### src/rtl/padring_pkg.sv
// Shared side encoding, release order and sequencer state type for the pad-ring
// configuration controller.
package padring_pkg;

  localparam logic [1:0] SideNo = 2'd0;
  localparam logic [1:0] SideSo = 2'd1;
  localparam logic [1:0] SideEa = 2'd2;
  localparam logic [1:0] SideWe = 2'd3;

  // Sides are released we -> no -> ea -> so.
  localparam logic [1:0] RelFirst = SideWe;
  localparam logic [1:0] RelLast  = SideSo;

  typedef enum logic [1:0] {
    StSafe,
    StSeq,
    StLive
  } state_e;

  function automatic logic [1:0] next_side(input logic [1:0] side);
    logic [1:0] nxt;
    case (side)
      SideWe:  nxt = SideNo;
      SideNo:  nxt = SideEa;
      SideEa:  nxt = SideSo;
      default: nxt = RelFirst;
    endcase
    return nxt;
  endfunction

  function automatic logic [3:0] side_onehot(input logic [1:0] side);
    return 4'b0001 << side;
  endfunction

endpackage

### src/rtl/padring_side_regs.sv
// One side of the pad ring: shadow configuration per pad plus registered outputs
// that show the shadow once the side is released and safe values otherwise.
module padring_side_regs #(
  parameter int unsigned GPIO = 9,
  parameter int unsigned CFGW = 8
) (
  input  logic                 clk,
  input  logic                 reset,
  input  logic                 wr_en_i,
  input  logic [3:0]           wr_pad_i,
  input  logic [CFGW-1:0]      wr_cfg_i,
  input  logic                 wr_ie_i,
  input  logic                 wr_oen_i,
  input  logic                 rel_i,
  output logic [GPIO*CFGW-1:0] pad_cfg_o,
  output logic [GPIO-1:0]      pad_ie_o,
  output logic [GPIO-1:0]      pad_oen_o
);

  logic [GPIO*CFGW-1:0] cfg_q, cfg_d;
  logic [GPIO-1:0]      ie_q, ie_d;
  logic [GPIO-1:0]      oen_q, oen_d;
  logic [GPIO*CFGW-1:0] out_cfg_q, out_cfg_d;
  logic [GPIO-1:0]      out_ie_q, out_ie_d;
  logic [GPIO-1:0]      out_oen_q, out_oen_d;

  always_comb begin
    cfg_d = cfg_q;
    ie_d  = ie_q;
    oen_d = oen_q;
    for (int unsigned i = 0; i < GPIO; i++) begin
      if (wr_en_i && (wr_pad_i == 4'(i))) begin
        cfg_d[i*CFGW +: CFGW] = wr_cfg_i;
        ie_d[i]               = wr_ie_i;
        oen_d[i]              = wr_oen_i;
      end
    end
  end

  // Outputs follow the next shadow so a write lands on the pads one edge later.
  always_comb begin
    out_cfg_d = rel_i ? cfg_d : '0;
    out_ie_d  = rel_i ? ie_d  : '0;
    out_oen_d = rel_i ? oen_d : '1;
  end

  always_ff @(posedge clk or posedge reset) begin
    if (reset) begin
      cfg_q     <= '0;
      ie_q      <= '0;
      oen_q     <= '1;
      out_cfg_q <= '0;
      out_ie_q  <= '0;
      out_oen_q <= '1;
    end else begin
      cfg_q     <= cfg_d;
      ie_q      <= ie_d;
      oen_q     <= oen_d;
      out_cfg_q <= out_cfg_d;
      out_ie_q  <= out_ie_d;
      out_oen_q <= out_oen_d;
    end
  end

  assign pad_cfg_o = out_cfg_q;
  assign pad_ie_o  = out_ie_q;
  assign pad_oen_o = out_oen_q;

endmodule

### src/rtl/padring_cfg_ctrl.sv
// Pad-ring configuration controller: shadow writes for all four sides and a
// power-up sequencer that releases the sides one at a time.
module padring_cfg_ctrl
  import padring_pkg::*;
#(
  parameter int unsigned GPIO   = 9,
  parameter int unsigned CFGW   = 8,
  parameter int unsigned SETTLE = 16
) (
  input  logic                 clk,
  input  logic                 reset,
  input  logic                 enable,
  input  logic                 req_valid,
  output logic                 req_ready,
  input  logic [1:0]           req_side,
  input  logic [3:0]           req_pad,
  input  logic [CFGW-1:0]      req_cfg,
  input  logic                 req_ie,
  input  logic                 req_oen,
  output logic                 busy,
  output logic                 live,
  output logic                 err,
  output logic [GPIO*CFGW-1:0] no_cfg,
  output logic [GPIO*CFGW-1:0] so_cfg,
  output logic [GPIO*CFGW-1:0] ea_cfg,
  output logic [GPIO*CFGW-1:0] we_cfg,
  output logic [GPIO-1:0]      no_ie,
  output logic [GPIO-1:0]      so_ie,
  output logic [GPIO-1:0]      ea_ie,
  output logic [GPIO-1:0]      we_ie,
  output logic [GPIO-1:0]      no_oen,
  output logic [GPIO-1:0]      so_oen,
  output logic [GPIO-1:0]      ea_oen,
  output logic [GPIO-1:0]      we_oen
);

  localparam logic [7:0] SettleLast = 8'(SETTLE - 1);

  state_e     st_q, st_d;
  logic [1:0] side_q, side_d;
  logic [7:0] cnt_q, cnt_d;
  logic [3:0] rel_q, rel_d;
  logic       ready_q, ready_d;
  logic       busy_q, busy_d;
  logic       live_q, live_d;
  logic       err_q, err_d;

  logic       acc;
  logic       pad_bad;
  logic       wr_ok;

  assign acc     = req_valid && ready_q;
  assign pad_bad = 32'(req_pad) >= GPIO;
  assign wr_ok   = acc && !pad_bad;

  always_comb begin
    st_d   = st_q;
    side_d = side_q;
    cnt_d  = cnt_q;
    unique case (st_q)
      StSafe: begin
        if (enable) begin
          st_d   = StSeq;
          side_d = RelFirst;
          cnt_d  = SettleLast;
        end
      end
      StSeq: begin
        if (!enable) begin
          st_d = StSafe;
        end else if (cnt_q == 8'd0) begin
          if (side_q == RelLast) begin
            st_d = StLive;
          end else begin
            side_d = next_side(side_q);
            cnt_d  = SettleLast;
          end
        end else begin
          cnt_d = cnt_q - 8'd1;
        end
      end
      StLive: begin
        if (!enable) st_d = StSafe;
      end
      default: st_d = StSafe;
    endcase
  end

  // A side is released the edge after it becomes current, and stays released
  // until the sequencer leaves SEQ/LIVE.
  always_comb begin
    unique case (st_d)
      StSeq:   rel_d = (st_q == StSeq) ? (rel_q | side_onehot(side_q)) : 4'b0000;
      StLive:  rel_d = 4'b1111;
      default: rel_d = 4'b0000;
    endcase
    ready_d = (st_d != StSeq);
    busy_d  = (st_d == StSeq);
    live_d  = (st_d == StLive);
    err_d   = acc && pad_bad;
  end

  always_ff @(posedge clk or posedge reset) begin
    if (reset) begin
      st_q    <= StSafe;
      side_q  <= 2'd0;
      cnt_q   <= 8'd0;
      rel_q   <= 4'b0000;
      ready_q <= 1'b1;
      busy_q  <= 1'b0;
      live_q  <= 1'b0;
      err_q   <= 1'b0;
    end else begin
      st_q    <= st_d;
      side_q  <= side_d;
      cnt_q   <= cnt_d;
      rel_q   <= rel_d;
      ready_q <= ready_d;
      busy_q  <= busy_d;
      live_q  <= live_d;
      err_q   <= err_d;
    end
  end

  assign req_ready = ready_q;
  assign busy      = busy_q;
  assign live      = live_q;
  assign err       = err_q;

  logic [GPIO*CFGW-1:0] side_cfg [4];
  logic [GPIO-1:0]      side_ie  [4];
  logic [GPIO-1:0]      side_oen [4];

  for (genvar s = 0; s < 4; s++) begin : g_side
    padring_side_regs #(
      .GPIO (GPIO),
      .CFGW (CFGW)
    ) u_regs (
      .clk       (clk),
      .reset     (reset),
      .wr_en_i   (wr_ok && (req_side == 2'(s))),
      .wr_pad_i  (req_pad),
      .wr_cfg_i  (req_cfg),
      .wr_ie_i   (req_ie),
      .wr_oen_i  (req_oen),
      .rel_i     (rel_d[s]),
      .pad_cfg_o (side_cfg[s]),
      .pad_ie_o  (side_ie[s]),
      .pad_oen_o (side_oen[s])
    );
  end

  assign no_cfg = side_cfg[SideNo];
  assign so_cfg = side_cfg[SideSo];
  assign ea_cfg = side_cfg[SideEa];
  assign we_cfg = side_cfg[SideWe];
  assign no_ie  = side_ie[SideNo];
  assign so_ie  = side_ie[SideSo];
  assign ea_ie  = side_ie[SideEa];
  assign we_ie  = side_ie[SideWe];
  assign no_oen = side_oen[SideNo];
  assign so_oen = side_oen[SideSo];
  assign ea_oen = side_oen[SideEa];
  assign we_oen = side_oen[SideWe];

endmodule

### config.mk
export PLATFORM = sky130hd
export DESIGN_NAME = padring_cfg_ctrl
export DESIGN_NICKNAME = d
export VERILOG_FILES = /design/src/rtl/padring_pkg.sv /design/src/rtl/padring_side_regs.sv /design/src/rtl/padring_cfg_ctrl.sv
export SDC_FILE = /design/constraint.sdc
export NUM_CORES = 1
export LEC_CHECK = 0
export CAP_MARGIN = 10
export CELL_PAD_IN_SITES_DETAIL_PLACEMENT = 0
export CELL_PAD_IN_SITES_GLOBAL_PLACEMENT = 2
export CORE_MARGIN = 1
export CORE_UTILIZATION = 40
export CTS_CLUSTER_DIAMETER = 150
export CTS_CLUSTER_SIZE = 20
export DETAILED_ROUTE_END_ITERATION = 8
export MAX_ROUTING_LAYER = met4
export PLACE_DENSITY = 0.83
export SETUP_SLACK_MARGIN = 0.15
export SYNTH_ARGS = -nofsm -noshare
export SYNTH_HDL_FRONTEND = slang
export SYNTH_SLANG_ARGS = --single-unit
### constraint.sdc
create_clock -name clk -period 70.1 [get_ports clk]
set_clock_uncertainty 0.15 [all_clocks]
set_input_delay 7.01 -clock clk [delete_from_list [all_inputs] [get_ports clk]]
set_output_delay 7.01 -clock clk [all_outputs]
set_load 0.01 [all_outputs]
==> flow_metrics.py <==
metrics = {
    "status": {
        "status": "completed",
    },
    "timing": {
        "period_minus_slack_ns": 11.19,
        "slew_viol_final": 0,
        "fmax_mhz": 89.4,
        "rsz0062_at_grt": "false",
        "setup_tns_ns": 0,
        "finalSetupViolCount": 0,
        "finalHoldViolCount": 0,
        "tightest_slew_ns": 1.23,
        "holdWs_ns": 0.343,
        "finalCritPeriodShare": 0.160,
        "worst_slack_ns": 58.91,
        "relSlewSlack": 0.178,
    },
    "setup_path": {
        "crit_fanout": 177,
        "rr_endpoint": "g_side[3].u_regs.pad_cfg_o[70]",
        "cp_data_required_time_ns": 70.56,
        "worst_ep_arrival_time_ns": 11.65,
        "worst-setup-path-type": "in -> async",
        "regToRegSetupSlack_ns": 65.80,
        "start_kind": "primary input",
        "worstSetupEndpointType": "async pin",
        "rr_worst_depth": 12,
        "timing.rr.start": "cnt_q[0]",
    },
    "floorplanning": {
        "ios": 384,
        "die_w_um": 258,
        "coreArea_mm2": 0.0647,
        "die_h_um": 258,
        "start_util": 0.406,
        "std_cell_rows": 93,
        "die-area_mm2": 0.0667,
    },
    "clock_tree": {
        "clk_pin_slew_ns": 0.08,
        "cts_root_buf": "clkbuf_16",
        "cts_setup_buffers": 0,
        "cts_hold_buf": 0,
        "tritoncts": "built",
        "cts.sinks": 740,
        "clk_latency_ns": 0.59,
        "cts_resized": 0,
        "cts_buffers": 42,
        "htree_levels": 2,
        "clock_tree.buffer_depth": 3,
    },
    "yosys": {
        "avgSynthCellArea_um2": 15.6,
        "netlist_instances": 1682,
        "async_reset_ff_frac": 1.00,
        "yosysSeqAreaShare": 0.708,
        "synth.net_count": 1710,
        "synth_area_mm2": 0.0263,
        "synthFlopType": "dfrtp_1",
        "synth_warnings": 0,
        "ys_ff_latch": 740,
        "ys_types": 50,
        "synth_edf_count": 0,
    },
    "min_path": {
        "worst_hold_path.num_cells": 1,
        "hold_class": "reg -> reg",
        "min_to": "g_side[0].u_regs.cfg_q[30]",
        "min_from": "g_side[0].u_regs.cfg_q[30]",
    },
    "drt": {
        "drc": 0,
        "viasPerCell": 4.81,
        "wl_per_cell_um": 22.1,
        "drt_iter0_drc": 719,
        "vias": 14100,
        "drtAntennaViolNets": 0,
        "wl_mm": 65.0,
        "drt-pass1-iter-count": 5,
    },
    "placed_design": {
        "gp_congestion": 0.763,
        "pre_cts_ws_ns": 58.14,
        "post-dp-hpwl_mm": 40.8,
        "placed_area_mm2": 0.0309,
        "io_buffer_count": 383,
    },
    "layout": {
        "multiInputGateArea_mm2": 0.00728,
        "nFillCells": 5596,
        "finish.utilization": 0.497,
        "regArea_mm2": 0.0186,
        "drive_gt1_frac": 0.273,
        "nets": 2070,
        "final_cell_area_mm2": 0.0322,
        "syn2layout_area_growth_pct": 22.4,
    },
    "power_and_ir_drop": {
        "irDropWorstVdd_mv": 0.0155,
        "static-leakage-power_nw": 15.2,
        "p_per_area_mw_per_mm2": 23.2,
    },
    "grt": {
        "grt_first_pass_wirelength_mm": 97.4,
        "grt_overflow": 0,
        "track_usage": 0.202,
        "antenna_found_initial": 4,
        "grt_pass1_vias": 14800,
        "grt_max_degree": 178,
    },
    "flow_run": {
        "cap_violations": 0,
    },
}
[cell usage after synthesis, types with 4 or more instances]
| cell | n | area, um^2 |
|---|---|---|
| dfstp_2 | 73 | 1920 |
| a21oi_1 | 7 | 35.0 |
| nor3_2 | 12 | 120 |
| clkbuf_1 | 71 | 267 |
| or2_1 | 4 | 25.0 |
| nor2_1 | 10 | 37.5 |
| ha_1 | 8 | 100 |
| nand2b_1 | 4 | 25.0 |
| dfrtp_1 | 667 | 16700 |
| buf_2 | 7 | 35.0 |
| and2_1 | 325 | 2030 |
| or3_1 | 5 | 31.3 |
| a21o_1 | 4 | 30.0 |
| or4_1 | 5 | 37.5 |
| o21ai_0 | 5 | 25.0 |
| nand4_1 | 5 | 31.3 |
| nand2_1 | 10 | 37.5 |
| clkinv_1 | 5 | 18.8 |
| mux2_2 | 358 | 4030 |
| or2_2 | 32 | 200 |
| inv_1 | 8 | 30.0 |
| nand3_1 | 7 | 35.0 |
| nor2b_1 | 5 | 31.3 |
[layout by cell type, fill, tap and decap left out, drive strengths merged, types with 7 or more instances in the layout]
cell	netlist	routed
nor2	13	13
inv	8	13
buf	12	27
clkdlybuf4s50	0	373
clkbuf	72	76
mux2	362	362
dfrtp	667	667
dfstp	73	73
nand3	7	7
a21oi	7	7
nor3	14	14
ha	8	8
or2	36	36
nand2	10	10
and2	325	325
[worst max path at each step]
stage           from  slack [ns]                         end
2_1_floorplan  reset       42.30                        busy
3_3_place_gp   reset       58.24  g_side[2].u_regs.cfg_q[42]
3_5_place_dp   reset       58.14  g_side[2].u_regs.cfg_q[42]
4_1_cts        reset       58.79  g_side[2].u_regs.cfg_q[33]
5_1_grt        reset       58.22  g_side[2].u_regs.cfg_q[45]
6_report       reset       58.91  g_side[3].u_regs.cfg_q[10]
[where the power goes]
| group | total, W | internal (W) | switching, W |
|---|---|---|---|
| Combinational | 0.0000425 | 0.0000168 | 0.0000256 |
| Sequential | 0.000450 | 0.000446 | 0.00000474 |
| Clock | 0.000252 | 0.000117 | 0.000136 |
| Total | 0.000745 | 0.000579 | 0.000166 |
[layout make-up]
type / count / share of cell area
tap: 855 / 0.0333
timing repair buffer: 400 / 0.122
sequential: 740 / 0.578
antenna: 5 / 0.000389
multi-input combinational: 845 / 0.226
inverter: 13 / 0.00175
clock inverter: 1 / 0.000272
clock buffer: 76 / 0.0373
[routing by layer]
layer | track usage | vias up | share of wire
met4 | 0.0421 | 0 | 0.018
met1 | 0.267 | 7457 | 0.44
met5 | - | - | 0
met3 | 0.0551 | 66 | 0.068
met2 | 0.314 | 335 | 0.47
li1 | - | 6259 | -
[critical path, cell delays in order]
cell and delay, ns:
clkdlybuf4s50_1 0.50, inv_8 0.59, buf_12 0.63, buf_4 0.75
buf_4 0.84, buf_4 0.78
[logic make-up (layout without fill, tap and decap cells)]
family                   after synthesis  in the layout  synth area share
flip-flops                           740            740             0.708
AND/OR/NAND/NOR                      450            450             0.110
multiplexers                         362            362             0.156
buffers and inverters                 97            490            0.0152
AO/OA/AOI/OAI                         25             25           0.00671
adder cells (fa/ha/maj)                8              8           0.00381
other                                  0              5                 0
[state kept, by name, summed over array words and instances (netlist names)]
signal and flops:
cnt_q 8, rel_q 4, g_side.u_regs.pad_oen_o 36, busy 1, side_q 2, g_side.u_regs.cfg_q 288, g_side.u_regs.pad_ie_o 36, live 1
g_side.u_regs.ie_q 36, g_side.u_regs.pad_cfg_o 288, g_side.u_regs.oen_q 36, err 1, st_q 2, req_ready 1
[through the flow]
step	total power, W	instances
after global routing	0.000777	2933
final	0.000745	2935
after floorplan	0.000488	1682
after detailed placement	0.000503	2852
after global placement	0.000500	2852
after CTS	0.000756	2929
(Power assumes the default switching activity.)
